[src/rtl/loader_pkg.sv]
// Shared definitions for the operand loader.
//   state_e            : loader FSM states, encoding is driven directly on stage
//   SEL_W              : width of the ALU operation code
//   DEBOUNCE_DEFAULT   : debounce window in clk cycles (1 ms at 50 MHz)
package loader_pkg;

    typedef enum logic [1:0] {
        LOAD_A  = 2'b00,
        LOAD_B  = 2'b01,
        LOAD_OP = 2'b10,
        SHOW    = 2'b11
    } state_e;

    localparam int SEL_W            = 3;
    localparam int DEBOUNCE_DEFAULT = 50000;

endpackage

[src/rtl/btn_debouncer.sv]
// Two-flop synchronizer, debouncer and rising-edge detector for one push-button.
//   clk     : system clock
//   rst     : synchronous active-high reset
//   btn_i   : raw, bouncing, asynchronous button level
//   pulse_o : one-cycle pulse on an accepted press
module btn_debouncer
    import loader_pkg::*;
#(
    parameter int DEBOUNCE_CYCLES = DEBOUNCE_DEFAULT
) (
    input  logic clk,
    input  logic rst,
    input  logic btn_i,
    output logic pulse_o
);

    localparam int CNT_W = $clog2(DEBOUNCE_CYCLES + 1);
    localparam logic [CNT_W-1:0] CNT_TC  = CNT_W'(DEBOUNCE_CYCLES - 1);
    localparam logic [CNT_W-1:0] CNT_MAX = '1;

    logic             sync1_q, sync2_q;
    logic [1:0]       fill_q;
    logic [CNT_W-1:0] cnt_q, cnt_d;
    logic             deb_q, deb_d;
    logic             edge_q;
    logic             armed_q, armed_d;

    always_comb begin
        cnt_d = cnt_q;
        deb_d = deb_q;
        if (sync2_q != deb_q) begin
            if (cnt_q >= CNT_TC) begin
                deb_d = sync2_q;
                cnt_d = '0;
            end else if (cnt_q != CNT_MAX) begin
                cnt_d = cnt_q + CNT_W'(1);
            end
        end else begin
            cnt_d = '0;
        end
        // Pulses are only allowed once the synchronized button has been seen
        // released after reset; a button held through reset stays silent.
        armed_d = armed_q | (fill_q[1] & ~sync2_q);
    end

    always_ff @(posedge clk) begin
        if (rst) begin
            sync1_q <= 1'b0;
            sync2_q <= 1'b0;
            fill_q  <= 2'b00;
            cnt_q   <= '0;
            deb_q   <= 1'b0;
            edge_q  <= 1'b0;
            armed_q <= 1'b0;
        end else begin
            sync1_q <= btn_i;
            sync2_q <= sync1_q;
            fill_q  <= {fill_q[0], 1'b1};
            cnt_q   <= cnt_d;
            deb_q   <= deb_d;
            edge_q  <= deb_q;
            armed_q <= armed_d;
        end
    end

    assign pulse_o = deb_q & ~edge_q & armed_q;

endmodule

[src/rtl/operand_loader.sv]
// Loads two operands and an ALU operation code from slide switches, one per
// debounced enter press, then presents them with valid until the next press.
//   clk, rst   : system clock, synchronous active-high reset
//   switches   : raw switch value (asynchronous)
//   enter_btn  : raw bouncing enter button
//   clear_btn  : raw clear button, level-sensitive, wins over enter
//   A, B       : registered operands
//   select     : registered operation code
//   valid      : high while in SHOW
//   stage      : current state encoding
//
// state   | meaning
// LOAD_A  | waiting for operand A
// LOAD_B  | waiting for operand B
// LOAD_OP | waiting for operation code
// SHOW    | complete operand set presented
module operand_loader
    import loader_pkg::*;
#(
    parameter int DEBOUNCE_CYCLES = DEBOUNCE_DEFAULT,
    parameter int DATA_W          = 4
) (
    input  logic              clk,
    input  logic              rst,
    input  logic [DATA_W-1:0] switches,
    input  logic              enter_btn,
    input  logic              clear_btn,
    output logic [DATA_W-1:0] A,
    output logic [DATA_W-1:0] B,
    output logic [SEL_W-1:0]  select,
    output logic              valid,
    output logic [1:0]        stage
);

    logic [DATA_W-1:0] sw_s1_q, sw_s2_q;
    logic              clr_s1_q, clr_s2_q;
    logic              enter_pulse;

    state_e            state_q, state_d;
    logic [DATA_W-1:0] a_q, a_d, b_q, b_d;
    logic [SEL_W-1:0]  sel_q, sel_d;
    logic              valid_q, valid_d;

    btn_debouncer #(
        .DEBOUNCE_CYCLES(DEBOUNCE_CYCLES)
    ) u_enter_deb (
        .clk    (clk),
        .rst    (rst),
        .btn_i  (enter_btn),
        .pulse_o(enter_pulse)
    );

    always_comb begin
        state_d = state_q;
        a_d     = a_q;
        b_d     = b_q;
        sel_d   = sel_q;
        if (clr_s2_q) begin
            state_d = LOAD_A;
            a_d     = '0;
            b_d     = '0;
            sel_d   = '0;
        end else if (enter_pulse) begin
            case (state_q)
                LOAD_A: begin
                    a_d     = sw_s2_q;
                    state_d = LOAD_B;
                end
                LOAD_B: begin
                    b_d     = sw_s2_q;
                    state_d = LOAD_OP;
                end
                LOAD_OP: begin
                    sel_d   = sw_s2_q[SEL_W-1:0];
                    state_d = SHOW;
                end
                SHOW: begin
                    state_d = LOAD_A;
                end
                default: begin
                    state_d = LOAD_A;
                end
            endcase
        end
        valid_d = (state_d == SHOW);
    end

    always_ff @(posedge clk) begin
        if (rst) begin
            sw_s1_q  <= '0;
            sw_s2_q  <= '0;
            clr_s1_q <= 1'b0;
            clr_s2_q <= 1'b0;
            state_q  <= LOAD_A;
            a_q      <= '0;
            b_q      <= '0;
            sel_q    <= '0;
            valid_q  <= 1'b0;
        end else begin
            sw_s1_q  <= switches;
            sw_s2_q  <= sw_s1_q;
            clr_s1_q <= clear_btn;
            clr_s2_q <= clr_s1_q;
            state_q  <= state_d;
            a_q      <= a_d;
            b_q      <= b_d;
            sel_q    <= sel_d;
            valid_q  <= valid_d;
        end
    end

    assign A      = a_q;
    assign B      = b_q;
    assign select = sel_q;
    assign valid  = valid_q;
    assign stage  = state_q;

endmodule

[config.mk]
export PLATFORM = sky130hd
export DESIGN_NAME = operand_loader
export DESIGN_NICKNAME = d
export VERILOG_FILES = /design/src/rtl/loader_pkg.sv /design/src/rtl/btn_debouncer.sv /design/src/rtl/operand_loader.sv
export SDC_FILE = /design/constraint.sdc
export NUM_CORES = 1
export LEC_CHECK = 0
export CORE_ASPECT_RATIO = 1.4
export CORE_MARGIN = 3
export CORE_UTILIZATION = 45
export DETAILED_ROUTE_END_ITERATION = 10
export HOLD_SLACK_MARGIN = 0.02
export PLACE_DENSITY_LB_ADDON = 0.05
export SLEW_MARGIN = 20
export SYNTH_ARGS = -nofsm -noshare
export SYNTH_HDL_FRONTEND = slang
export SYNTH_HIERARCHICAL = 1
export SYNTH_SLANG_ARGS = --single-unit
[constraint.sdc]
create_clock -name clk -period 1.6 [get_ports clk]
set_input_delay 0.48 -clock clk [delete_from_list [all_inputs] [get_ports clk]]
set_output_delay 0.48 -clock clk [all_outputs]
set_load 0.005 [all_outputs]
==> results.json <==
{
  "port_buffers": 21,
  "drive_gt1_share_pct": 38.4,
  "synth_seq_cells": 47,
  "post-route-period-util_pct": 107,
  "cts_sinks": 47,
  "worst_slack_ns": -0.118,
  "wl_per_cell_microns": 14.9,
  "pwr_density_cell_nw_per_um2": 758,
  "fin_cells": 323,
  "yosysMostFrequentCell": "dfxtp_1",
  "p_leak_nw": 1.11,
  "status": "complete, but fails checks",
  "setup.worst_path.start": "u_enter_deb/cnt_q[10]",
  "clk_latency_ns": 0.30,
  "synth.area.top_cells": "dfxtp_1, a21bo_2, nor2b_1, nand3_1, a21oi_1",
  "endpoint_kind": "flip-flop",
  "cts-root-buf": "clkbuf_8",
  "start_kind": "flip-flop",
  "failed_checks": "setup timing",
  "track_usage_pct": 18.4,
  "r2r-start": "u_enter_deb/cnt_q[10]",
  "vias_per_cell": 5.40,
  "core_area_sq_um": 4340,
  "syn_avg_cell_area_sq_um": 9.97,
  "synth_cell_types": 45,
  "cp.required_ns": 1.83,
  "hold_slack_ns": 0.441,
  "final_core_util_pct": 64.3,
  "htree_levels": 2,
  "grt_max_degree": 26,
  "clock_skew_ns": 0.00877,
  "dieArea_sq_um": 5470,
  "synth_largest_area_cell": "dfxtp_1",
  "finalSetupTns_ns": -1.47,
  "grt_overflow": 0,
  "syn_nets": 221,
  "dp_slack_ns": -0.211,
  "final_antenna_net_count": 0,
  "ys_warn_count": 6,
  "max_slew_margin_pct": 68.3,
  "p_total_mw": 2.12,
  "cts_tree": "built",
  "clkPwrFrac_pct": 39.9,
  "die_y_microns": 86.3,
  "rsz0062_at_grt": "yes",
  "start_util_pct": 47.7,
  "switching_share_pct": 19.9,
  "area_growth_pct": 34.6,
  "hold_viol_final": 0,
  "antenna_found_initial": 0,
  "rrSetupSlack_ns": -0.12,
  "p_int_mw": 1.69,
  "synth_cells": 208,
  "yosys.area.top_type_share_pct": 45.4,
  "synth.cells.most_frequent": "dfxtp_1, nand3_1, a21oi_1",
  "drtIter0Drc": 72,
  "r2r_end": "u_enter_deb/cnt_q[8]",
  "worst-r2r-cell-count": 5,
  "synth_area_sq_um": 2070,
  "endpoint": "u_enter_deb/cnt_q[8]",
  "synth-seq-area-share_pct": 45.4,
  "cap_violations": 0,
  "cts_hold_buf": 0,
  "antenna-diode-count": 0,
  "synth_edf_count": 0,
  "drt_pre_antenna_iters": 4,
  "vdd_ir_drop_max_uv": 441,
  "clk_pin_slew_worst_paths_ns": 0.08,
  "fmax_mhz": 582,
  "dp_cells": 309,
  "clockBufferDepth": 2,
  "grt_pass1_vias": 1713,
  "hold_path.class": "reg2reg",
  "nets": 275,
  "placed_area_sq_um": 2530,
  "dp_hpwl_mm": 3.50,
  "numCtsBuffers": 5,
  "whs_path_depth": 1,
  "seqPwrFrac_pct": 56.5,
  "row_count": 28,
  "p_sw_mw": 0.422,
  "critPathArrivalTime_ns": 1.94,
  "setup_violations": 17,
  "final_cell_area_sq_um": 2790,
  "min_period_ns": 1.72,
  "tightest_slew_ns": 0.474,
  "p_comb_share_pct": 3.5,
  "drt_wl_total_mm": 4.83,
  "cp_max_fo": 7,
  "die_x_microns": 63.4,
  "synthFlopType": "dfxtp_1",
  "io_pins": 22,
  "worstSetupPathType": "reg2reg",
  "slew_viol_final": 0,
  "vias": 1744,
  "async_flop_share_pct": 0,
  "drc_errors": 0,
  "grt_pass1_wl_mm": 7.87,
  "gp_congestion": 0.823
}
## metal layers
metal  GRT usage [%]  routed length (microns)  vias up
met5               0                        0        -
met4            5.89                       64        0
met3            3.63                      156        7
met2            38.4                     2880       29
met1            17.1                     1720      844
li1                -                        -      864
## critical path, stage by stage (launching register included)
cell      delay [ns]
dfxtp_2         0.35
or4_4           0.54
a211oi_4        0.27
o311ai_4        0.18
buf_6           0.20
a21oi_2         0.11
## how the worst min path moves through the flow
stage               start          to  slack (ns)
3_5_place_dp   sw_s1_q[2]  sw_s2_q[2]        0.43
4_1_cts        sw_s1_q[0]  sw_s2_q[0]        0.45
3_3_place_gp   sw_s1_q[2]  sw_s2_q[2]        0.42
6_report       sw_s1_q[2]  sw_s2_q[2]        0.44
5_1_grt        sw_s1_q[0]  sw_s2_q[0]        0.46
2_1_floorplan    clr_s1_q    clr_s2_q        0.41
## placed cells by master, fill, tap and decap left out, drive strengths merged, types with 2 or more instances in the layout
master,netlist,routed
o21ai,2,2
o311ai,1,2
a21oi,23,23
clkinv,0,2
nor2,11,11
nor3,6,6
mux2i,3,3
buf,8,38
ha,5,5
a21bo,11,11
or3,2,2
nor4,4,4
and4,2,2
dlygate4sd2,0,13
clkdlybuf4s50,0,7
nand3,17,17
xor2,2,2
dfxtp,47,47
nor2b,15,15
o31ai,4,4
nand2,7,7
nand4,5,5
or4,7,7
inv,6,6
a211oi,2,2
clkbuf,5,5
## state kept, by name, indices dropped and copies added, names as in the netlist, 2 cells and up
name / count
sw_s2_q: 4
u_enter_deb/cnt_q: 16
sw_s1_q: 4
A: 4
stage: 2
select: 3
u_enter_deb/fill_q: 2
B: 4
## kinds of logic after synthesis
| family | Yosys count | synth area share (%) |
|---|---|---|
| adder cells (fa/ha/maj) | 5 | 3.02 |
| flip-flops | 47 | 45.4 |
| AND/OR/NAND/NOR | 82 | 24.0 |
| multiplexers | 4 | 1.99 |
| XOR/XNOR | 2 | 0.845 |
| AO/OA/AOI/OAI | 49 | 19.2 |
| buffers and inverters | 19 | 5.61 |
## power groups by stage
stage	combinational, mW	clock (mW)	sequential (mW)
after detailed placement	0.0698	0	1.22
after global routing	0.0818	0.935	1.20
after floorplan	0.0357	0	1.22
final	0.0750	0.845	1.20
after global placement	0.0679	0	1.22
after CTS	0.0735	0.871	1.20
## what timing repair did
| item | CTS | global route |
|---|---|---|
| setup buffers | 4 | 1 |
| cloned | 1 | 0 |
| resized for setup | 28 | 16 |
| endpoints found under the setup margin | 31 | 18 |
| pin swaps | 6 | 3 |
## layout make-up
cell class | instances | area [sq um]
Multi-Input combinational cell | 143 | 1120
Sequential cell | 47 | 958
Fill cell | 403 | 1550
Clock buffer | 5 | 68.8
Inverter | 6 | 22.5
Clock inverter | 3 | 43.8
Timing Repair Buffer | 59 | 502
Tap cell | 60 | 75.1
Power figures use the tool's default switching activity.
